==> src/rtl/rim_pkg.sv <==
// ---------------------------------------------------------------------------
// rim_pkg : shared constants and FSM state type for the rim path encoder.
// Rev 1.0
// ---------------------------------------------------------------------------
`default_nettype none

package rim_pkg;
  localparam int         PATH_LEN  = 15;
  localparam int         MOVE_W    = 14;
  localparam int         COORD_W   = 3;
  localparam logic [3:0] ERR_NONE  = 4'hF;
  localparam logic [3:0] LAST_BEAT = 4'(PATH_LEN - 1);

  typedef enum logic [1:0] {
    IDLE    = 2'd0,
    COLLECT = 2'd1,
    HOLD    = 2'd2
  } state_e;
endpackage

`default_nettype wire

==> src/rtl/rim_step_check.sv <==
// ---------------------------------------------------------------------------
// rim_step_check : combinational unit-step test between two path coordinates.
// Rev 1.0
// ---------------------------------------------------------------------------
`default_nettype none

module rim_step_check
  import rim_pkg::*;
(
  input  logic [COORD_W-1:0] prev_row,
  input  logic [COORD_W-1:0] prev_col,
  input  logic [COORD_W-1:0] cur_row,
  input  logic [COORD_W-1:0] cur_col,
  output logic               legal,
  output logic               is_down
);

  logic [COORD_W:0] row_inc;
  logic [COORD_W:0] col_inc;
  logic             step_down;
  logic             step_right;

  // One bit of headroom so an increment from 7 can never alias back onto 0.
  assign row_inc    = {1'b0, prev_row} + (COORD_W+1)'(1);
  assign col_inc    = {1'b0, prev_col} + (COORD_W+1)'(1);
  assign step_down  = (row_inc == {1'b0, cur_row}) && (cur_col == prev_col);
  assign step_right = (col_inc == {1'b0, cur_col}) && (cur_row == prev_row);
  assign legal      = step_down || step_right;
  assign is_down    = step_down;

endmodule

`default_nettype wire

==> src/rtl/rim_path_encoder.sv <==
// ---------------------------------------------------------------------------
// rim_path_encoder : encodes a 15-beat coordinate path into a down/right move
// vector with legality status. Optional down_cnt output via RIM_MOVE_COUNT_EN.
// Rev 1.0
// ---------------------------------------------------------------------------
`default_nettype none

module rim_path_encoder
  import rim_pkg::*;
(
  input  logic               clk,
  input  logic               rst_n,
  input  logic               in_valid,
  input  logic [COORD_W-1:0] in_row,
  input  logic [COORD_W-1:0] in_col,
  input  logic               out_ready,
  output logic               out_valid,
  output logic [MOVE_W-1:0]  moves,
  output logic               path_ok,
  output logic [3:0]         err_step,
  output logic               overrun
`ifdef RIM_MOVE_COUNT_EN
  ,
  output logic [3:0]         down_cnt
`endif
);

  state_e             state_q,    state_d;
  logic [3:0]         cnt_q,      cnt_d;
  logic [COORD_W-1:0] prev_row_q, prev_row_d;
  logic [COORD_W-1:0] prev_col_q, prev_col_d;
  logic [MOVE_W-1:0]  moves_q,    moves_d;
  logic               ok_q,       ok_d;
  logic [3:0]         err_q,      err_d;
  logic               valid_q,    valid_d;
  logic               overrun_q,  overrun_d;
`ifdef RIM_MOVE_COUNT_EN
  logic [3:0]         down_cnt_q, down_cnt_d;
`endif

  logic       step_legal;
  logic       step_down;
  logic       handshake;
  logic       start_path;
  logic       origin_ok;
  logic [3:0] step_idx;

  rim_step_check u_step_check (
    .prev_row (prev_row_q),
    .prev_col (prev_col_q),
    .cur_row  (in_row),
    .cur_col  (in_col),
    .legal    (step_legal),
    .is_down  (step_down)
  );

  assign handshake = valid_q && out_ready;
  // A beat arriving in the handshake cycle opens the next path directly.
  assign start_path = in_valid && ((state_q == IDLE) || ((state_q == HOLD) && out_ready));
  assign origin_ok  = (in_row == '0) && (in_col == '0);
  assign step_idx   = cnt_q - 4'd1;

  always_comb begin
    state_d    = state_q;
    cnt_d      = cnt_q;
    prev_row_d = prev_row_q;
    prev_col_d = prev_col_q;
    moves_d    = moves_q;
    ok_d       = ok_q;
    err_d      = err_q;
    valid_d    = valid_q;
    overrun_d  = overrun_q;
`ifdef RIM_MOVE_COUNT_EN
    down_cnt_d = down_cnt_q;
`endif

    case (state_q)
      COLLECT: begin
        if (in_valid) begin
          cnt_d             = cnt_q + 4'd1;
          prev_row_d        = in_row;
          prev_col_d        = in_col;
          moves_d[step_idx] = step_down;
`ifdef RIM_MOVE_COUNT_EN
          down_cnt_d        = down_cnt_q + {3'd0, step_down};
`endif
          if (ok_q && !step_legal) begin
            ok_d  = 1'b0;
            err_d = cnt_q;
          end
          if (cnt_q == LAST_BEAT) begin
            state_d = HOLD;
            valid_d = 1'b1;
          end
        end
      end
      HOLD: begin
        if (handshake) begin
          state_d   = IDLE;
          valid_d   = 1'b0;
          overrun_d = 1'b0;
        end else if (in_valid) begin
          overrun_d = 1'b1;
        end
      end
      default: ;
    endcase

    if (start_path) begin
      state_d    = COLLECT;
      cnt_d      = 4'd1;
      prev_row_d = in_row;
      prev_col_d = in_col;
      moves_d    = '0;
      ok_d       = origin_ok;
      err_d      = origin_ok ? ERR_NONE : 4'd0;
`ifdef RIM_MOVE_COUNT_EN
      down_cnt_d = 4'd0;
`endif
    end
  end

  always_ff @(posedge clk or negedge rst_n) begin
    if (!rst_n) begin
      state_q    <= IDLE;
      cnt_q      <= 4'd0;
      prev_row_q <= '0;
      prev_col_q <= '0;
      moves_q    <= '0;
      ok_q       <= 1'b1;
      err_q      <= ERR_NONE;
      valid_q    <= 1'b0;
      overrun_q  <= 1'b0;
`ifdef RIM_MOVE_COUNT_EN
      down_cnt_q <= 4'd0;
`endif
    end else begin
      state_q    <= state_d;
      cnt_q      <= cnt_d;
      prev_row_q <= prev_row_d;
      prev_col_q <= prev_col_d;
      moves_q    <= moves_d;
      ok_q       <= ok_d;
      err_q      <= err_d;
      valid_q    <= valid_d;
      overrun_q  <= overrun_d;
`ifdef RIM_MOVE_COUNT_EN
      down_cnt_q <= down_cnt_d;
`endif
    end
  end

  assign out_valid = valid_q;
  assign moves     = moves_q;
  assign path_ok   = ok_q;
  assign err_step  = err_q;
  assign overrun   = overrun_q;
`ifdef RIM_MOVE_COUNT_EN
  assign down_cnt  = down_cnt_q;
`endif

endmodule

`default_nettype wire

==> config.mk <==
export PLATFORM = sky130hd
export DESIGN_NAME = rim_path_encoder
export DESIGN_NICKNAME = d
export VERILOG_FILES = /design/src/rtl/rim_pkg.sv /design/src/rtl/rim_step_check.sv /design/src/rtl/rim_path_encoder.sv
export SDC_FILE = /design/constraint.sdc
export NUM_CORES = 1
export LEC_CHECK = 0
export CORE_MARGIN = 8
export CORE_UTILIZATION = 53
export CTS_BUF_LIST = sky130_fd_sc_hd__clkbuf_4
export DETAILED_ROUTE_END_ITERATION = 6
export GPL_TIMING_DRIVEN = 0
export PLACE_DENSITY = 0.79
export SETUP_SLACK_MARGIN = 0.2
export SLEW_MARGIN = 40
export SYNTH_ARGS = -nofsm -noshare
export SYNTH_HDL_FRONTEND = slang
export SYNTH_HIERARCHICAL = 1
export SYNTH_SLANG_ARGS = --single-unit
==> constraint.sdc <==
create_clock -name clk -period 4.15 [get_ports clk]
set_input_delay 0.6225 -clock clk [delete_from_list [all_inputs] [get_ports clk]]
set_output_delay 0.6225 -clock clk [all_outputs]
set_load 0.05 [all_outputs]
After elaboration in Yosys (flattened, before gate mapping). Index checks and enable logic that the tools add are counted.

Reduce and logical (&&, ||, !) cells: 25. Equal/unequal tests: 13. Multiplexer cells: 35. Magnitude comparators: 2. Add/sub/neg operators: 4.

Operator list (count): 14-bit 2-to-1 mux (3); 4-bit 2-to-1 mux (8); 3-bit 2-to-1 mux (6); 14-bit bitwise mux (1); 1-bit 2-to-1 mux (10); 2-bit nonzero test (5); 3-bit != test (second input constant) (3); 3-bit by 1-bit adder with 4-bit output (second input constant) (2); 4-bit by 3-bit == test with 1-bit output (2); 1-bit logical AND (8); 2-bit 2-to-1 mux (4); 4-bit AND reduction (2); 3-bit == test (2); 3-bit logical NOT (2); 2-bit != test (second input constant) (3); 4-bit by 5-bit less-than comparator with 1-bit output (second input constant) (1); 4-bit by 1-bit adder with 4-bit output (second input constant) (1); 1-bit demux with 4-bit select (1); 4-bit == test (second input constant) (1); 4-bit by 1-bit >= comparator with 1-bit output (second input constant) (1); 2-bit case mux with 2 select lines (1); 2-bit AND reduction (2); 4-bit by 1-bit subtractor with 4-bit output (second input constant) (1); 3-bit AND reduction (1); 7 further kinds (8).

Input bits: 10. Word-level logic and storage cells: 88. Flip-flop bits (word level): 33. Output and inout bits: 21.

Logic depth before layout (Yosys ltp). Gate-level depths: netlist of the first run.

Depth after elaboration: 10. Gate-level depth with buffers: 9. Depth with buffers taken out: 9.

By module. The synthesis of the first run kept the hierarchy.

By module, submodules not included: rim_path_encoder (instances 1, cells each 178, sequential area each 832.0 µm², area each 1821.7 µm²); rim_step_check (instances 1, cells each 25, sequential area each 0.0 µm², area each 216.5 µm²).

Least setup slack after synthesis of the first run. Ideal clock, no wire load.

Path kind: register -> register. Start: register prev_row_q[0]. End: register err_q[0] (netlist: err_step[0]). Clock period less this slack: 2.303 ns. Setup time: 0.062 ns. Slack: 1.847 ns. Data arrival time: 2.241 ns. Required time: 4.088 ns. Buffers on the path: 0. Cell stages (with the launch flop): 10. Cell sequence: dfrtp_1 > ha_1 > xnor2_1 > nand2_1 > or4_4 > o32ai_2 > nand2b_1 > a21oi_1 > o21ai_1 > a221o_1.

Longest elaborated chain between the ends: 8. Elaborated cells on any way between the ends: 10. Those cells by class: add/sub: 1; eq/ne: 2; reduce/logical: 7.

RTL lines: start: declaration (line rim_path_encoder.sv:30) `logic [COORD_W-1:0] prev_row_q, prev_row_d;`; start signal: assignment (line rim_path_encoder.sv:140) `prev_row_q <= prev_row_d;`; 3-bit by 1-bit adder with 4-bit output (line rim_step_check.sv:24) `assign row_inc = {1'b0, prev_row} + (COORD_W+1)'(1);`; 4-bit by 3-bit == test with 1-bit output (line rim_step_check.sv:26) `assign step_down = (row_inc == {1'b0, cur_row}) && (cur_col == prev_col);`; 1-bit logical AND (line rim_step_check.sv:26); 1-bit logical OR * (line rim_step_check.sv:28) `assign legal = step_down || step_right;`; named net step_legal (line rim_path_encoder.sv:41) `logic step_legal;`; 1-bit logical NOT * (line rim_path_encoder.sv:87) `if (ok_q && !step_legal) begin`; 1-bit logical AND * (line rim_path_encoder.sv:87); 2-bit nonzero test (no source line) *; 3-bit AND reduction (no source line) *; end signal: assignment (line rim_path_encoder.sv:144) `err_q <= err_d;`; end: declaration (line rim_path_encoder.sv:34) `logic [3:0] err_q, err_d;`.

The timed path passes the listed nets; every way through them passes the cells marked *. A chain may end at the register's enable or synchronous reset.

Worst setup path in the final report of the first run.
Start: input port in_col[1]. End: register err_q[3] (netlist: err_step[3]).

Longest elaborated chain between the ends: 7. Elaborated cells on any way between the ends: 13. Those cells by class: eq/ne: 2; mux: 2; reduce/logical: 9.

RTL lines: start: declaration (line rim_path_encoder.sv:15) `input logic [COORD_W-1:0] in_col,`; 4-bit by 3-bit == test with 1-bit output / 3-bit == test (equally long branches) (line rim_step_check.sv:27, rim_step_check.sv:26); 1-bit logical AND, on equally long branches (line rim_step_check.sv:27, rim_step_check.sv:26); 1-bit logical OR * (line rim_step_check.sv:28); named net step_legal (line rim_path_encoder.sv:41); 1-bit logical NOT * (line rim_path_encoder.sv:87); 1-bit logical AND * (line rim_path_encoder.sv:87); 2-bit nonzero test (no source line) *; 3-bit AND reduction (no source line) *.

Marked as above.

==> reports/qor.csv, run 1 <==
metric,value,unit
Worst Max-Slew Pin Slew,515,ps
clk root buf,sky130_fd_sc_hd__clkbuf_4,
"commonest cells after routing, fill and taps aside","sky130_fd_sc_hd__dfrtp_1, sky130_fd_sc_hd__clkdlybuf4s50_1, sky130_fd_sc_hd__nand2_1, sky130_fd_sc_hd__mux2i_1, sky130_fd_sc_hd__a21oi_1",
number of antenna violations at the first check in global routing,0,
CTS H-tree depth,2,
gate count of the mapped netlist,203,
total I/O pin count,31,
Routed WL per cell,15.1,microns
Total Neg Setup Slack,0,ps
antenna cell count,0,
"Core Util, Final",0.669,
TritonCTS Buffers,5,
Peak Freq,382,MHz
Tcrit/Tclk final,0.630,
global-route usage over all layers,0.157,
floorplan core area,3690,sq um
worst setup slack for register-to-register paths,1600,ps
count of port buffers added during placement,29,
overall die height,78.0,microns
Tot Pwr,1400,uW
post-CTS setup buffers,0,
Final GP Congestion,0.809,
detail-routed via count per cell,5.53,
area of the die,6090,sq um
maximum capacitance violations,0,
Mean Syn Cell Area,10.0,sq um
peak supply drop,0.272,mV
"worst slack, placed",1190,ps
number of enable flip-flop cells after synthesis,0,
result of the run,completed,
minimum clock period,2610,ps
relative max-transition margin,0.655,
worst setup path class,in -> reg,
type of destination of the critical path,register,
Clock Pin Slew Worst Setup and Hold Paths,110,ps
endpoint arrival time on the critical path,2890,ps
Hold Buf Count CTS,0,
ys async rst share,1.00,
Max Buffers Root-to-Sink,2,
Worst setup SP type,input pin,
r2r endpoint,err_step[3]$_DFFE_PN1P_,
# rows,22,
share of cells above drive strength 1,0.162,
maximum number of pins on one net before global-route repair,24,
clock tree skew after final layout,10.8,ps
vias in the first global route,1649,
"Remaining Overflow, GRT",0,
total via count in the routed design,1597,
setup repair after global routing missed its margin,no,
largest area contributor in the netlist,sky130_fd_sc_hd__dfrtp_1,
Leak Pwr,0.00109,uW
Post-Syn Area,2040,sq um
CTS tree,yes,
Crit path required time,4430,ps
"Cell Area, Placed",2410,sq um
"crit path setup slack, layout",1540,ps
CTS-repair resized insts,0,
DRT antenna net count,0,
Final Hold Fails,0,
number of fillers in the final layout,305,
HPWL after detailed placement,3320,microns
clock network latency to the later pin of the worst-skew pair,340,ps
share of the synthesized area in the top cell type,0.344,
max-slew violation count,0,
Unique masters post-synth,43,
total power density per cell area,567,nW/um^2
Setup Viol. Count Final,0,
Worst R2R Start,prev_row_q[0]$_DFFE_PN0P_,
detailed-route wire length,4380,microns
primary flip-flop cell chosen by synthesis mapping,sky130_fd_sc_hd__dfrtp_1,
nets in the synthesized netlist,222,
sequential-to-total area share from yosys stat,0.408,
synthesized flop and latch total,33,
length of the first detailed-routing pass in iterations,4,
global-route wire length before repair,7790,microns
final routed DRC violation total,0,
FF-to-FF path depth,9,
number of nets in the finished design,259,
Die Wd,78.0,microns
starting utilization of the core area,0.553,
synthesis-to-layout area growth,21.1,%
DRC violation total after the first TritonRoute iteration,144,
total of warnings raised by yosys,6,
Num Clock Sinks,33,
top cells by area in the synthesized netlist,"sky130_fd_sc_hd__dfrtp_1, sky130_fd_sc_hd__mux2i_1, sky130_fd_sc_hd__dfstp_2",
final non-filler cell area,2470,sq um
worst hold path type,in -> async,
maximum net fanout on the critical path,5,
==> Yosys cell counts, types with 2 or more instances <==
master                      n
sky130_fd_sc_hd__nand4b_1   4
sky130_fd_sc_hd__xnor2_1   10
sky130_fd_sc_hd__nor2b_1    4
sky130_fd_sc_hd__nand2_1   26
sky130_fd_sc_hd__nand4_1    3
sky130_fd_sc_hd__nor3_1    12
sky130_fd_sc_hd__nand3_1    2
sky130_fd_sc_hd__nor3_2     3
sky130_fd_sc_hd__a21oi_1   13
sky130_fd_sc_hd__mux2i_1   15
sky130_fd_sc_hd__nor2_1     7
sky130_fd_sc_hd__dfstp_2    5
sky130_fd_sc_hd__inv_1      6
sky130_fd_sc_hd__a221o_1    4
sky130_fd_sc_hd__and2_1     4
sky130_fd_sc_hd__a31oi_1    7
sky130_fd_sc_hd__o21ai_2    2
sky130_fd_sc_hd__mux2_2     6
sky130_fd_sc_hd__nand2b_1   3
sky130_fd_sc_hd__ha_1       9
sky130_fd_sc_hd__buf_2      6
sky130_fd_sc_hd__buf_6      2
sky130_fd_sc_hd__clkbuf_1   3
sky130_fd_sc_hd__dfrtp_1   28
==> how the worst max path moves through the flow <==
stage,start,end,cells past startpoint
finish,in_col[1],err_step[3]$_DFFE_PN1P_,9
global route,in_col[1],err_step[3]$_DFFE_PN1P_,9
CTS,in_col[1],err_step[3]$_DFFE_PN1P_,9
detailed placement,in_row[1],err_step[3]$_DFFE_PN1P_,9
global placement,in_row[1],err_step[2]$_DFFE_PN1P_,9
floorplan,prev_row_q[0]$_DFFE_PN0P_,err_step[0]$_DFFE_PN1P_,9
==> worst max-delay path, stage by stage <==
cell and delay (ps):
sky130_fd_sc_hd__clkdlybuf4s50_1 530, sky130_fd_sc_hd__xnor2_1 130, sky130_fd_sc_hd__nand2_1 70, sky130_fd_sc_hd__or4_4 540, sky130_fd_sc_hd__o32ai_2 240, sky130_fd_sc_hd__nand2b_1 160
sky130_fd_sc_hd__a21oi_1 70, sky130_fd_sc_hd__o21ai_1 310, sky130_fd_sc_hd__a221o_1 220
==> where the power goes <==
part,switching [uW],internal [uW],total [uW],leakage (uW)
clock network,106,78.2,184,0.0000338
registers,80.0,399,479,0.000413
logic,449,286,735,0.000643
total,635,763,1400,0.00109
==> stage by stage <==
| stage | instances | hold slack (ps) |
|---|---|---|
| 3_5_place_dp | 281 | 519 |
| 5_1_grt | 289 | 160 |
| 2_1_floorplan | 203 | 327 |
| 6_report | 289 | 154 |
| 3_3_place_gp | 280 | 512 |
| 4_1_cts | 289 | 152 |
==> per-layer routing <==
metal  GRT usage  share of wire  routed length, microns  vias to the layer above
li1            -              -                       -                      788
met1       0.194           0.46                    2030                      764
met2       0.252           0.47                    2080                       37
met3      0.0421          0.048                     208                        8
met4      0.0667          0.015                      64                        0
met5           0              0                       0                        -
==> flip-flops by register name, summed over array words and instances (netlist names) <==
| name | cells |
|---|---|
| state_q | 2 |
| err_step | 4 |
| overrun | 1 |
| prev_row_q | 3 |
| path_ok | 1 |
| prev_col_q | 3 |
| out_valid | 1 |
| moves | 14 |
| cnt_q | 4 |
==> cells by family (layout without fill, tap and decap cells) <==
family / after synthesis / count (layout) / share of synthesized area
AND/OR/NAND/NOR: 77 / 77 / 0.211
AO/OA/AOI/OAI: 34 / 34 / 0.121
flip-flops: 33 / 33 / 0.408
multiplexers: 21 / 21 / 0.107
buffers and inverters: 17 / 55 / 0.0424
XOR/XNOR: 12 / 12 / 0.0552
adder cells (fa/ha/maj): 9 / 9 / 0.0552
==> final cells by class <==
| cell class | count | area [sq um] | area share |
|---|---|---|---|
| well taps | 48 | 60.1 | 0.0243 |
| repair buffers | 30 | 313 | 0.127 |
| plain buffers | 11 | 63.8 | 0.0259 |
| flip-flops and latches | 33 | 832 | 0.337 |
| inverters | 6 | 22.5 | 0.00913 |
| multi-input cells | 153 | 1120 | 0.454 |
| clock inverters | 1 | 3.75 | 0.00152 |
| clock buffers | 7 | 52.6 | 0.0213 |
No activity file was read; power rests on OpenSTA's default activity.
==> inputs of run 2 (changes only) <==
Settings changed: CORE_UTILIZATION 53 to 50, PLACE_DENSITY 0.79 to 0.78.
Clock period 4.15 ns to 2.3 ns, I/O delays scaled along.
==> run 2 against run 1 <==
  * Global-route usage down 0.40 points
  * Critical endpoint unchanged
  * First-iteration DRC count up 27%
  * The run now ends with setup timing left
  * Count of clock-buffer cells in the layout down 2
==> reports/qor.csv, run 2 (synthesis results as in run 1) <==
metric,value,unit,change
Logic pwr share,0.542,,+0.016
synthesis-to-layout area growth,26.5,%,
max-slew violation count,0,,unchanged
floorplan core area,3970,sq um,+7.7%
HPWL after detailed placement,3310,microns,-0.16%
top sig layer,met4,,
Crit path required time,2580,ps,-1850 ps
worst hold path type,in -> reg,,
net load switching power,1190,uW,+88%
DRC violation total after the first TritonRoute iteration,183,,+27%
clock network latency to the later pin of the worst-skew pair,340,ps,about the same
maximum capacitance violations,0,,unchanged
count of port buffers added during placement,29,,unchanged
starting utilization of the core area,0.513,,-0.0393
number of antenna violations at the first check in global routing,0,,unchanged
overall die height,79.8,microns,+2.3%
peak supply drop,0.511,mV,+87%
switching part of the total,0.463,,+0.00858
Routed WL per cell,15.4,microns,+1.9%
wl on met1,2050,microns,+1.2%
Sequential Power Share,0.335,,-0.008
detailed-route wire length,4600,microns,+5.1%
CTS tree,yes,,
length of the first detailed-routing pass in iterations,4,,unchanged
Die Wd,79.8,microns,+2.3%
internal power,1380,uW,+81%
Leak Pwr,0.00115,uW,+5.6%
number of nets in the finished design,266,,+2.7%
detail-routed via count per cell,5.52,,-0.17%
DRT antenna net count,0,,unchanged
"Remaining Overflow, GRT",0,,unchanged
total power density per cell area,1000,nW/um^2,+76%
violated checks,setup timing,,
endpoint arrival time on the critical path,2720,ps,-170 ps
Max Buffers Root-to-Sink,2,,unchanged
area of the die,6380,sq um,+4.7%
Final Hold Fails,0,,unchanged
share of cells above drive strength 1,0.206,,+0.0438
maximum net fanout on the critical path,5,,unchanged
part of the total power dissipated in the clock network,0.123,,-0.009
setup repair after global routing missed its margin,yes,,
total I/O pin count,31,,unchanged
met2 WL post-DR,2310,microns,+11%
total via count in the routed design,1644,,+2.9%
Worst Max-Slew Pin Slew,505,ps,-10.8 ps
Tcrit/Tclk final,1.06,,
TritonCTS Buffers,5,,unchanged
antenna cell count,0,,unchanged
Setup Viol. Count Final,6,,+6
vias in the first global route,1687,,+2.3%
result of the run,"complete, but fails checks",,
Clock Pin Slew Worst Setup and Hold Paths,110,ps,about the same
global-route usage over all layers,0.153,,-0.00399
Total Neg Setup Slack,-631,ps,-631 ps
clock tree skew after final layout,11.8,ps,+0.989 ps
minimum clock period,2430,ps,
# rows,23,,+4.5%
clk root buf,sky130_fd_sc_hd__clkbuf_4,,
global-route wire length before repair,7740,microns,-0.63%
Peak Freq,411,MHz,
"worst slack, placed",-296,ps,-1490 ps
WL met3,169,microns,-19%
Num Clock Sinks,33,,unchanged
relative max-transition margin,0.663,,+0.00725
maximum number of pins on one net before global-route repair,19,,-21%
CTS H-tree depth,2,,unchanged
"crit path setup slack, layout",-135,ps,-1670 ps
Final GP Congestion,0.823,,+1.7%
worst setup path class,reg -> reg,,
type of destination of the critical path,register,,
"commonest cells after routing, fill and taps aside","sky130_fd_sc_hd__dfrtp_1, sky130_fd_sc_hd__clkdlybuf4s50_1, sky130_fd_sc_hd__nand2_1, sky130_fd_sc_hd__mux2i_1, sky130_fd_sc_hd__a21oi_1",,
final routed DRC violation total,0,,unchanged
Worst setup SP type,register,,
number of flip-flops under the largest register name,14,,unchanged
run 2: metrics by stage:
stage	hold WS (ps)	util	std cells	power, uW	instance area, sq um
floorplan	49.4	-	203	1850	2040
global placement	511	0.603	282	2160	2390
detailed placement	302	0.609	283	2190	2420
CTS	394	0.636	295	2550	2530
global route	431	0.649	298	2770	2580
finish	403	0.649	298	2580	2580
run 2: critical path, cell delays in order (launching register included):
cell and delay (ps):
sky130_fd_sc_hd__dfrtp_1 420, sky130_fd_sc_hd__ha_1 290, sky130_fd_sc_hd__xnor2_1 160, sky130_fd_sc_hd__nand2_1 90
sky130_fd_sc_hd__or4_4 550, sky130_fd_sc_hd__o32ai_4 230, sky130_fd_sc_hd__nand2b_4 180, sky130_fd_sc_hd__a21oi_2 60
sky130_fd_sc_hd__o21ai_2 210, sky130_fd_sc_hd__a221o_1 190
run 2: power by group through the flow:
stage          logic, uW  clock network, uW  registers [uW]
2_1_floorplan        826                  0            1030
3_3_place_gp        1280                  0             871
3_5_place_dp        1320                  0             874
4_1_cts             1360                325             860
5_1_grt             1520                358             886
6_report            1400                317             864
run 2: layout make-up:
class / instances / area (sq um)
plain buffers: 11 / 71.3
inverters: 6 / 22.5
fillers: 324 / 1390
clock buffers: 5 / 37.5
repair buffers: 37 / 378
well taps: 50 / 62.6
flip-flops and latches: 33 / 833
multi-input cells: 153 / 1160
clock inverters: 3 / 12.5
run 2: final timing paths:
path / to / from / slack [ps] / depth (start not counted)
setup / recovery: err_step[3]$_DFFE_PN1P_ / prev_row_q[0]$_DFFE_PN0P_ / -130 / 9
hold / removal: overrun$_DFFE_PN0P_ / in_valid / 400 / 3
setup reg to reg: err_step[3]$_DFFE_PN1P_ / prev_row_q[0]$_DFFE_PN0P_ / -130 / 9
hold reg to reg: moves[5]$_DFFE_PN0P_ / moves[5]$_DFFE_PN0P_ / 530 / 2
max in group asynchronous: prev_col_q[0]$_DFFE_PN0P_ / rst_n / 1420 / 3
min in group asynchronous: moves[9]$_DFFE_PN0P_ / rst_n / 450 / 2
run 2: routing by layer:
metal | GRT usage | up-vias
li1 | - | 812
met1 | 0.182 | 792
met2 | 0.250 | 33
met3 | 0.0450 | 7
met4 | 0.0636 | 0
met5 | 0 | -
run 2: what timing repair did:
| item | CTS | global route |
|---|---|---|
| setup endpoints to repair | 19 | 20 |
| gates cloned | 0 | 1 |
| hold endpoints to repair | 10 | 0 |
| pin swaps | 9 | 4 |
| buffers inserted | 3 | 2 |
| gates resized for setup | 5 | 10 |
| hold buffers | 1 | 0 |
==> inputs of run 3 (changes only) <==
Settings changed: CORE_MARGIN 8 to 2.
==> run 3 against run 2 <==
  * The flow still finishes with violations (setup timing)
  * Utilization up 1.0 points
  * Highest routed layer unchanged
  * Critical path depth unchanged
  * Sequential cell count unchanged
  * Cell area up 1.6%
  * Combinational power about the same
==> reports/qor.csv, run 3 (synthesis results as in run 1) <==
metric,value,unit,change
Hold WS,418,ps,+14.3 ps
"commonest cells after routing, fill and taps aside","sky130_fd_sc_hd__dfrtp_1, sky130_fd_sc_hd__clkdlybuf4s50_1, sky130_fd_sc_hd__nand2_1, sky130_fd_sc_hd__mux2i_1, sky130_fd_sc_hd__a21oi_1",,
# rows,23,,unchanged
DRC violation total after the first TritonRoute iteration,83,,-55%
Routed WL per cell,14.2,microns,-8.0%
"worst slack, placed",-315,ps,-19.8 ps
overall die height,67.8,microns,-15%
length of the first detailed-routing pass in iterations,4,,unchanged
FF-to-FF path depth,9,,unchanged
minimum clock period,2340,ps,-92.0 ps
endpoint arrival time on the critical path,2630,ps,-90 ps
HPWL after detailed placement,3090,microns,-6.7%
final routed DRC violation total,0,,unchanged
detailed-route wire length,4230,microns,-8.0%
"most common cell after layout, fill and taps aside",sky130_fd_sc_hd__dfrtp_1,,
maximum number of pins on one net before global-route repair,18,,-1
number of nets in the finished design,266,,unchanged
critical path startpoint,prev_row_q[0]$_DFFE_PN0P_,,
DRT antenna net count,0,,unchanged
Die Wd,67.8,microns,-15%
setup repair after global routing missed its margin,yes,,
clock tree skew after final layout,16.6,ps,+4.85 ps
clk root buf,sky130_fd_sc_hd__clkbuf_4,,
Cells after DPL,283,,unchanged
peak supply drop,0.499,mV,-2.2%
relative max-transition margin,0.667,,+0.00479
CTS tree,yes,,
total power density per cell area,1010,nW/um^2,+0.52%
share of cells above drive strength 1,0.218,,+0.0121
Final Hold Fails,0,,unchanged
"Core Util, Final",0.659,,+0.0101
Worst R2R Start,prev_row_q[0]$_DFFE_PN0P_,,
Leak Pwr,0.00117,uW,+1.5%
"Cell Area, Placed",2420,sq um,unchanged
clock network latency to the later pin of the worst-skew pair,350,ps,about the same
Peak Freq,427,MHz,+3.9%
worst hold path type,in -> reg,,
Worst setup SP type,register,,
count of port buffers added during placement,29,,unchanged
endpoint of the most critical setup path,err_step[0]$_DFFE_PN1P_,,
final non-filler cell area,2620,sq um,+1.6%
Setup Viol. Count Final,5,,-1
Num Clock Sinks,33,,unchanged
Hold Crit Depth,3,,unchanged
max-slew violation count,0,,unchanged
"crit path setup slack, layout",-42.5,ps,+92.0 ps
total via count in the routed design,1663,,+1.2%
floorplan core area,3970,sq um,unchanged
Clock Pin Slew Worst Setup and Hold Paths,90,ps,-20 ps
global-route usage over all layers,0.207,,+0.0546
area of the die,4600,sq um,-28%
"Remaining Overflow, GRT",0,,unchanged
Max Buffers Root-to-Sink,2,,unchanged
r2r endpoint,err_step[0]$_DFFE_PN1P_,,
CTS H-tree depth,2,,unchanged
number of antenna violations at the first check in global routing,0,,unchanged
Worst Max-Slew Pin Slew,495,ps,-9.17 ps
synthesis-to-layout area growth,28.4,%,
Tcrit/Tclk final,1.02,,-0.0400
Crit path required time,2590,ps,about the same
TritonCTS Buffers,5,,unchanged
number of flip-flops under the largest register name,14,,unchanged
total I/O pin count,31,,unchanged
antenna cell count,0,,unchanged
maximum net fanout on the critical path,5,,unchanged
starting utilization of the core area,0.513,,unchanged
worst setup slack for register-to-register paths,-40,ps,+90 ps
detail-routed via count per cell,5.58,,+1.2%
result of the run,"complete, but fails checks",,
Final GP Congestion,0.846,,+2.8%
type of destination of the critical path,register,,
filler-free cell count of the finished design,298,,unchanged
worst setup path class,reg -> reg,,
violated checks,setup timing,,
vias in the first global route,1573,,-6.8%
maximum capacitance violations,0,,unchanged
global-route wire length before repair,7070,microns,-8.6%
==> run 3: cell types whose count changed in the layout (fill, tap and decap cells not counted) <==
| cell | previous run | this run |
|---|---|---|
| sky130_fd_sc_hd__dfrtp_2 | 1 | 0 |
| sky130_fd_sc_hd__buf_6 | 5 | 4 |
| sky130_fd_sc_hd__dfrtp_1 | 27 | 28 |
| sky130_fd_sc_hd__xnor2_1 | 10 | 9 |
| sky130_fd_sc_hd__clkinv_2 | 1 | 0 |
| sky130_fd_sc_hd__ha_4 | 0 | 1 |
| sky130_fd_sc_hd__ha_1 | 9 | 8 |
| sky130_fd_sc_hd__clkbuf_4 | 5 | 8 |
| sky130_fd_sc_hd__xnor2_2 | 0 | 1 |
| sky130_fd_sc_hd__buf_4 | 4 | 3 |
| sky130_fd_sc_hd__clkinv_1 | 2 | 0 |
| sky130_fd_sc_hd__buf_8 | 0 | 2 |
==> run 3: what timing repair did <==
item                                    CTS  global route
endpoints found under the setup margin   19            19
gates resized for setup                   8             9
endpoints found under the hold margin    11             0
gates cloned                              1             0
pin swaps                                 2             4
buffers inserted                          4             1
hold buffers                              1             0
==> run 3: routing by layer <==
metal | vias to the layer above | GRT usage | wire, microns
met5 | - | 0 | 0
met1 | 804 | 0.270 | 1880
li1 | 812 | - | -
met2 | 38 | 0.324 | 2090
met4 | 0 | 0.0950 | 96
met3 | 9 | 0.0543 | 167
==> run 3: critical path, stage by stage (launching register included) <==
cell and delay, ps:
sky130_fd_sc_hd__dfrtp_1 420, sky130_fd_sc_hd__ha_4 260, sky130_fd_sc_hd__xnor2_2 140, sky130_fd_sc_hd__nand2_1 80, sky130_fd_sc_hd__or4_4 540, sky130_fd_sc_hd__o32ai_4 220, sky130_fd_sc_hd__nand2b_4 170, sky130_fd_sc_hd__a21oi_2 50
sky130_fd_sc_hd__o21ai_2 220, sky130_fd_sc_hd__a221o_1 190
==> run 3: worst min path at each step <==
| stage | startpoint | endpoint | slack [ps] |
|---|---|---|---|
| 2_1_floorplan | rst_n | cnt_q[0]$_DFFE_PN0P_ | 50 |
| 3_3_place_gp | path_ok$_DFFE_PN1P_ | path_ok$_DFFE_PN1P_ | 510 |
| 3_5_place_dp | rst_n | moves[9]$_DFFE_PN0P_ | 300 |
| 4_1_cts | in_valid | overrun$_DFFE_PN0P_ | 400 |
| 5_1_grt | in_valid | overrun$_DFFE_PN0P_ | 460 |
| 6_report | in_valid | overrun$_DFFE_PN0P_ | 420 |
==> run 3: metrics by stage <==
stage	power, uW	setup TNS [ps]
4_1_cts	2580	-734
6_report	2630	-148
5_1_grt	2820	-1490
3_5_place_dp	2190	-3690
2_1_floorplan	1850	0
3_3_place_gp	2150	-3060
==> run 3: cell type report <==
class	instances	area, sq um
tap	50	62.6
buffer	11	75.1
sequential	33	832
fill	330	1350
multi-input combinational	153	1180
inverter	6	22.5
clock buffer	8	60.1
timing repair buffer	37	385
==> run 3: where the power goes <==
part	internal, uW	switching (uW)	total (uW)
sequential	720	142	862
clock	157	198	356
combinational	571	842	1410
==> RTL edit 1: new RTL, config.mk and constraints of run 1 <==
Re-encode `state_e` (3 states) as one-hot, 3 bits wide.
--- a/src/rtl/rim_pkg.sv
+++ b/src/rtl/rim_pkg.sv
@@ -11,10 +11,10 @@
   localparam logic [3:0] ERR_NONE  = 4'hF;
   localparam logic [3:0] LAST_BEAT = 4'(PATH_LEN - 1);
 
-  typedef enum logic [1:0] {
-    IDLE    = 2'd0,
-    COLLECT = 2'd1,
-    HOLD    = 2'd2
+  typedef enum logic [2:0] {
+    IDLE    = 3'b001,
+    COLLECT = 3'b010,
+    HOLD    = 3'b100
   } state_e;
 endpackage
 
Formal check against the unedited RTL: same outputs for any inputs over 10 cycles, from zero or initial values and one cycle with rst_n low; not proved beyond that.
==> RTL edit 1 against run 1 <==
Worst setup slack better by 0.010 ns; non-clock buffer count fell by 2; via count is 4.3% lower; sequential cell count grew 1; routed wire length down 1.2%; cell area shrank 0.20%; synthesized area is 0.92% lower.
Power is not compared: it rests on default switching activity, and its combinational part moved more than twofold at a synthesized area within 25%.
==> RTL edit 1: results (changes against run 1) <==
| Result | This run | Unit | vs run 1 |
| --- | --- | --- | --- |
| Post-synthesis share of cell area spent on xor and xnor gates | 6.01 | % | was 5.52% |
| Proportion of cell area occupied by multi-input gates | 44.2 | % | was 45.4% |
| Portion of netlist area occupied by mux cells | 3.84 | % | was 10.7% |
| Synthesized net count | 212 | - | was 222 |
| Inverter count of the layout excluding clock inverters | 5 | - | was 6 |
| Cell types with the highest counts after synthesis | dfrtp_1 (28), nand2_1 (24), nor2_1 (11), xnor2_1 (11) | - | was dfrtp_1 (28), nand2_1 (26), mux2i_1 (15) |
| Iteration-0 DRC Markers | 70 | - | was 144 |
| Count of multi-input combinational gates | 147 | - | was 153 |
| Clock tree buffer count of the final layout | 8 | - | was 7 |
| Placed Area | 2400 | sq um | was 2410 sq um |
| Post-Synth Adder-Cell Area | 4.96 | % | was 5.52% |
| Arr. time, crit path | 2.88 | ns | was 2.89 ns |
| Largest net degree at the start of global routing | 21 | - | was 24 |
| Layout buffer count excluding clock buffers | 39 | - | was 41 |
| Portion of the layout cell area used by clock cells | 2.44 | % | was 2.28% |
| FF-to-FF End | moves[12]$_DFFE_PN0P_ | - | was err_step[3]$_DFFE_PN1P_ |
| Result of the run | finished, final reports clean | - | unchanged |
| Slew Limit Headroom | 63.7 | % | was 65.5% |
| Share of layout cells above drive strength 1 | 15.5 | % | was 16.2% |
| Count of nets after finishing | 250 | - | was 259 |
| Signal buf overhead | 15.3 | % | about the same |
| Number of fill cells | 304 | - | was 305 |
| DP Wirelength | 3.23 | mm | was 3.32 mm |
| Share of the yosys chip area belonging to registers | 42.5 | % | was 40.8% |
| Vias in the first global route | 1637 | - | was 1649 |
| Number of placed instances with taps included | 273 | - | was 281 |
| WL met1 | 1.97 | mm | was 2.03 mm |
| Seq. cell area | 858 | sq um | was 832 sq um |
| Top post-synthesis cells by area | dfrtp_1 (35%), dfstp_2 (7.8%), ha_1 (5.0%), xnor2_1 (4.8%), nand2_1 (4.5%) | - | was dfrtp_1 (34%), mux2i_1 (7.4%), dfstp_2 (6.4%), ha_1 (5.5%), nand2_1 (4.8%) |
| Slowest-stage cell, CP | clkdlybuf4s50_1 | - | was or4_4 |
| Via total after detailed routing | 1528 | - | was 1597 |
| Met2 wire length | 2.06 | mm | was 2.08 mm |
| Met3 usage in global routing | 4.49 | % | was 4.21% |
| Post-route standard cell area excluding fillers | 2460 | sq um | was 2470 sq um |
| Critical path fanouts, max | 9 | - | was 5 |
| TritonCTS sink count | 34 | - | was 33 |
| Met2 Use GR | 24.0 | % | was 25.2% |
| WL final | 4.32 | mm | was 4.38 mm |
-- RTL edit 1: cell types whose count changed after synthesis, moves of 5 or more --
cell,before,now
mux2i_1,15,1
nor3_1,12,3
o21ai_1,1,9
mux2_1,0,6
mux2_2,6,0
a31o_1,0,5
a31oi_1,7,2
a32o_1,0,5
o21ai_0,0,5
-- RTL edit 1: worst max-delay path by stage --
stage,start,endpoint,slack (ns),depth (start not counted)
after detailed placement,in_col[1],moves[12]$_DFFE_PN0P_,1.21,9
final,in_col[1],moves[12]$_DFFE_PN0P_,1.55,9
after floorplan,prev_row_q[0]$_DFFE_PN0P_,moves[10]$_DFFE_PN0P_,1.89,9
after global routing,in_col[1],moves[8]$_DFFE_PN0P_,1.46,9
after CTS,in_col[1],moves[10]$_DFFE_PN0P_,1.56,9
after global placement,in_col[1],moves[10]$_DFFE_PN0P_,1.22,9
==> RTL edit 2: new RTL, config.mk and constraints of run 1 <==
Made on the original files. The package constant `MOVE_W` goes from 14 to 28.
--- a/src/rtl/rim_pkg.sv
+++ b/src/rtl/rim_pkg.sv
@@ -6,7 +6,7 @@
 
 package rim_pkg;
   localparam int         PATH_LEN  = 15;
-  localparam int         MOVE_W    = 14;
+  localparam int         MOVE_W    = 28;
   localparam int         COORD_W   = 3;
   localparam logic [3:0] ERR_NONE  = 4'hF;
   localparam logic [3:0] LAST_BEAT = 4'(PATH_LEN - 1);
Interface: changed (resized moves); port bits go from 31 to 45. The function was not compared with the original's and may differ.
==> RTL edit 2 against run 1 <==
Die area is 2.3% higher; synthesized area is 2.9% higher; worst setup slack better by 0.083 ns; core utilization is 0.56 points lower; cell area is 5.2% higher; total power is 22% lower; synthesized cell count is 2.0% higher; sequential cell count is 2 higher; routed wire length is 2.9% lower; critical path type unchanged; critical endpoint is now err_step[0]$_DFFE_PN1P_; highest routed layer unchanged.
==> RTL edit 2: results (changes against run 1) <==
| Result | This run | Unit | vs run 1 |
| --- | --- | --- | --- |
| Result of the run | finished, final reports clean | - | unchanged |
| Count of multi-input combinational gates | 158 | - | was 153 |
| Post-synthesis share of cell area spent on xor and xnor gates | 4.95 | % | was 5.52% |
| Reported leakage power | 1.22 | nW | was 1.09 nW |
| Number of placed instances with taps included | 301 | - | was 281 |
| Number of fill cells | 328 | - | was 305 |
| Maximum vdd ir drop | 0.000318 | V | was 0.000272 V |
| Post-Synth Adder-Cell Area | 4.77 | % | was 5.52% |
| Overall power of the completed layout | 1.08 | mW | was 1.40 mW |
| Number of buffers inserted by port buffering | 32 | - | was 29 |
| Final worst path period need | 2.53 | ns | was 2.61 ns |
| Count of nets after finishing | 276 | - | was 259 |
| Internal power consumption | 0.669 | mW | was 0.763 mW |
| Layout buffer count excluding clock buffers | 52 | - | was 41 |
| Cell types with the highest counts after synthesis | nand2_1 (32), dfrtp_1 (30), mux2i_1 (18) | - | was dfrtp_1 (28), nand2_1 (26), mux2i_1 (15) |
| Wire length of the first global-routing pass | 7.33 | mm | was 7.79 mm |
| Met2 wire length | 1.97 | mm | was 2.08 mm |
| Average footprint of a synthesized cell | 10.1 | sq um | was 10.0 sq um |
| FF-to-FF End | err_step[0]$_DFFE_PN1P_ | - | was err_step[3]$_DFFE_PN1P_ |
| DP Wirelength | 3.25 | mm | was 3.32 mm |
| Worst clock skew | 0.00868 | ns | was 0.0108 ns |
| Part of the power in the clock network | 16.9 | % | was 13.2% |
| Core occupancy in the finished layout | 66.3 | % | was 66.9% |
| Worst Max-Slew Pin Slew | 0.511 | ns | was 0.515 ns |
| Fraction of power consumed by sequential logic | 41.5 | % | was 34.3% |
| Portion of the layout cell area used by clock cells | 2.02 | % | was 2.28% |
| Placed Area | 2540 | sq um | was 2410 sq um |
| Final instance count without filler cells | 309 | - | was 289 |
| Setup slack after placement | 1.26 | ns | was 1.19 ns |
| Seq. cell area | 882 | sq um | was 832 sq um |
| Critical path fanouts, max | 4 | - | was 5 |
==> RTL edit 2: changes by cell type in the layout (fill, tap and decap cells not counted), moves of 5 or more <==
| cell | delta |
|---|---|
| conb_1 | +12 |
| a31oi_1 | -5 |
| nor3_1 | -9 |
| buf_4 | +12 |
| o21ai_0 | +15 |
| nand2_1 | +6 |
| a21oi_1 | -6 |
==> RTL edit 2: how the worst max path moves through the flow <==
stage	endpoint	startpoint	cells past startpoint
2_1_floorplan	err_step[0]$_DFFE_PN1P_	prev_row_q[0]$_DFFE_PN0P_	9
3_3_place_gp	err_step[2]$_DFFE_PN1P_	in_row[1]	9
3_5_place_dp	err_step[0]$_DFFE_PN1P_	in_row[1]	9
4_1_cts	err_step[0]$_DFFE_PN1P_	in_row[1]	9
5_1_grt	err_step[0]$_DFFE_PN1P_	in_col[1]	9
6_report	err_step[0]$_DFFE_PN1P_	in_row[1]	9
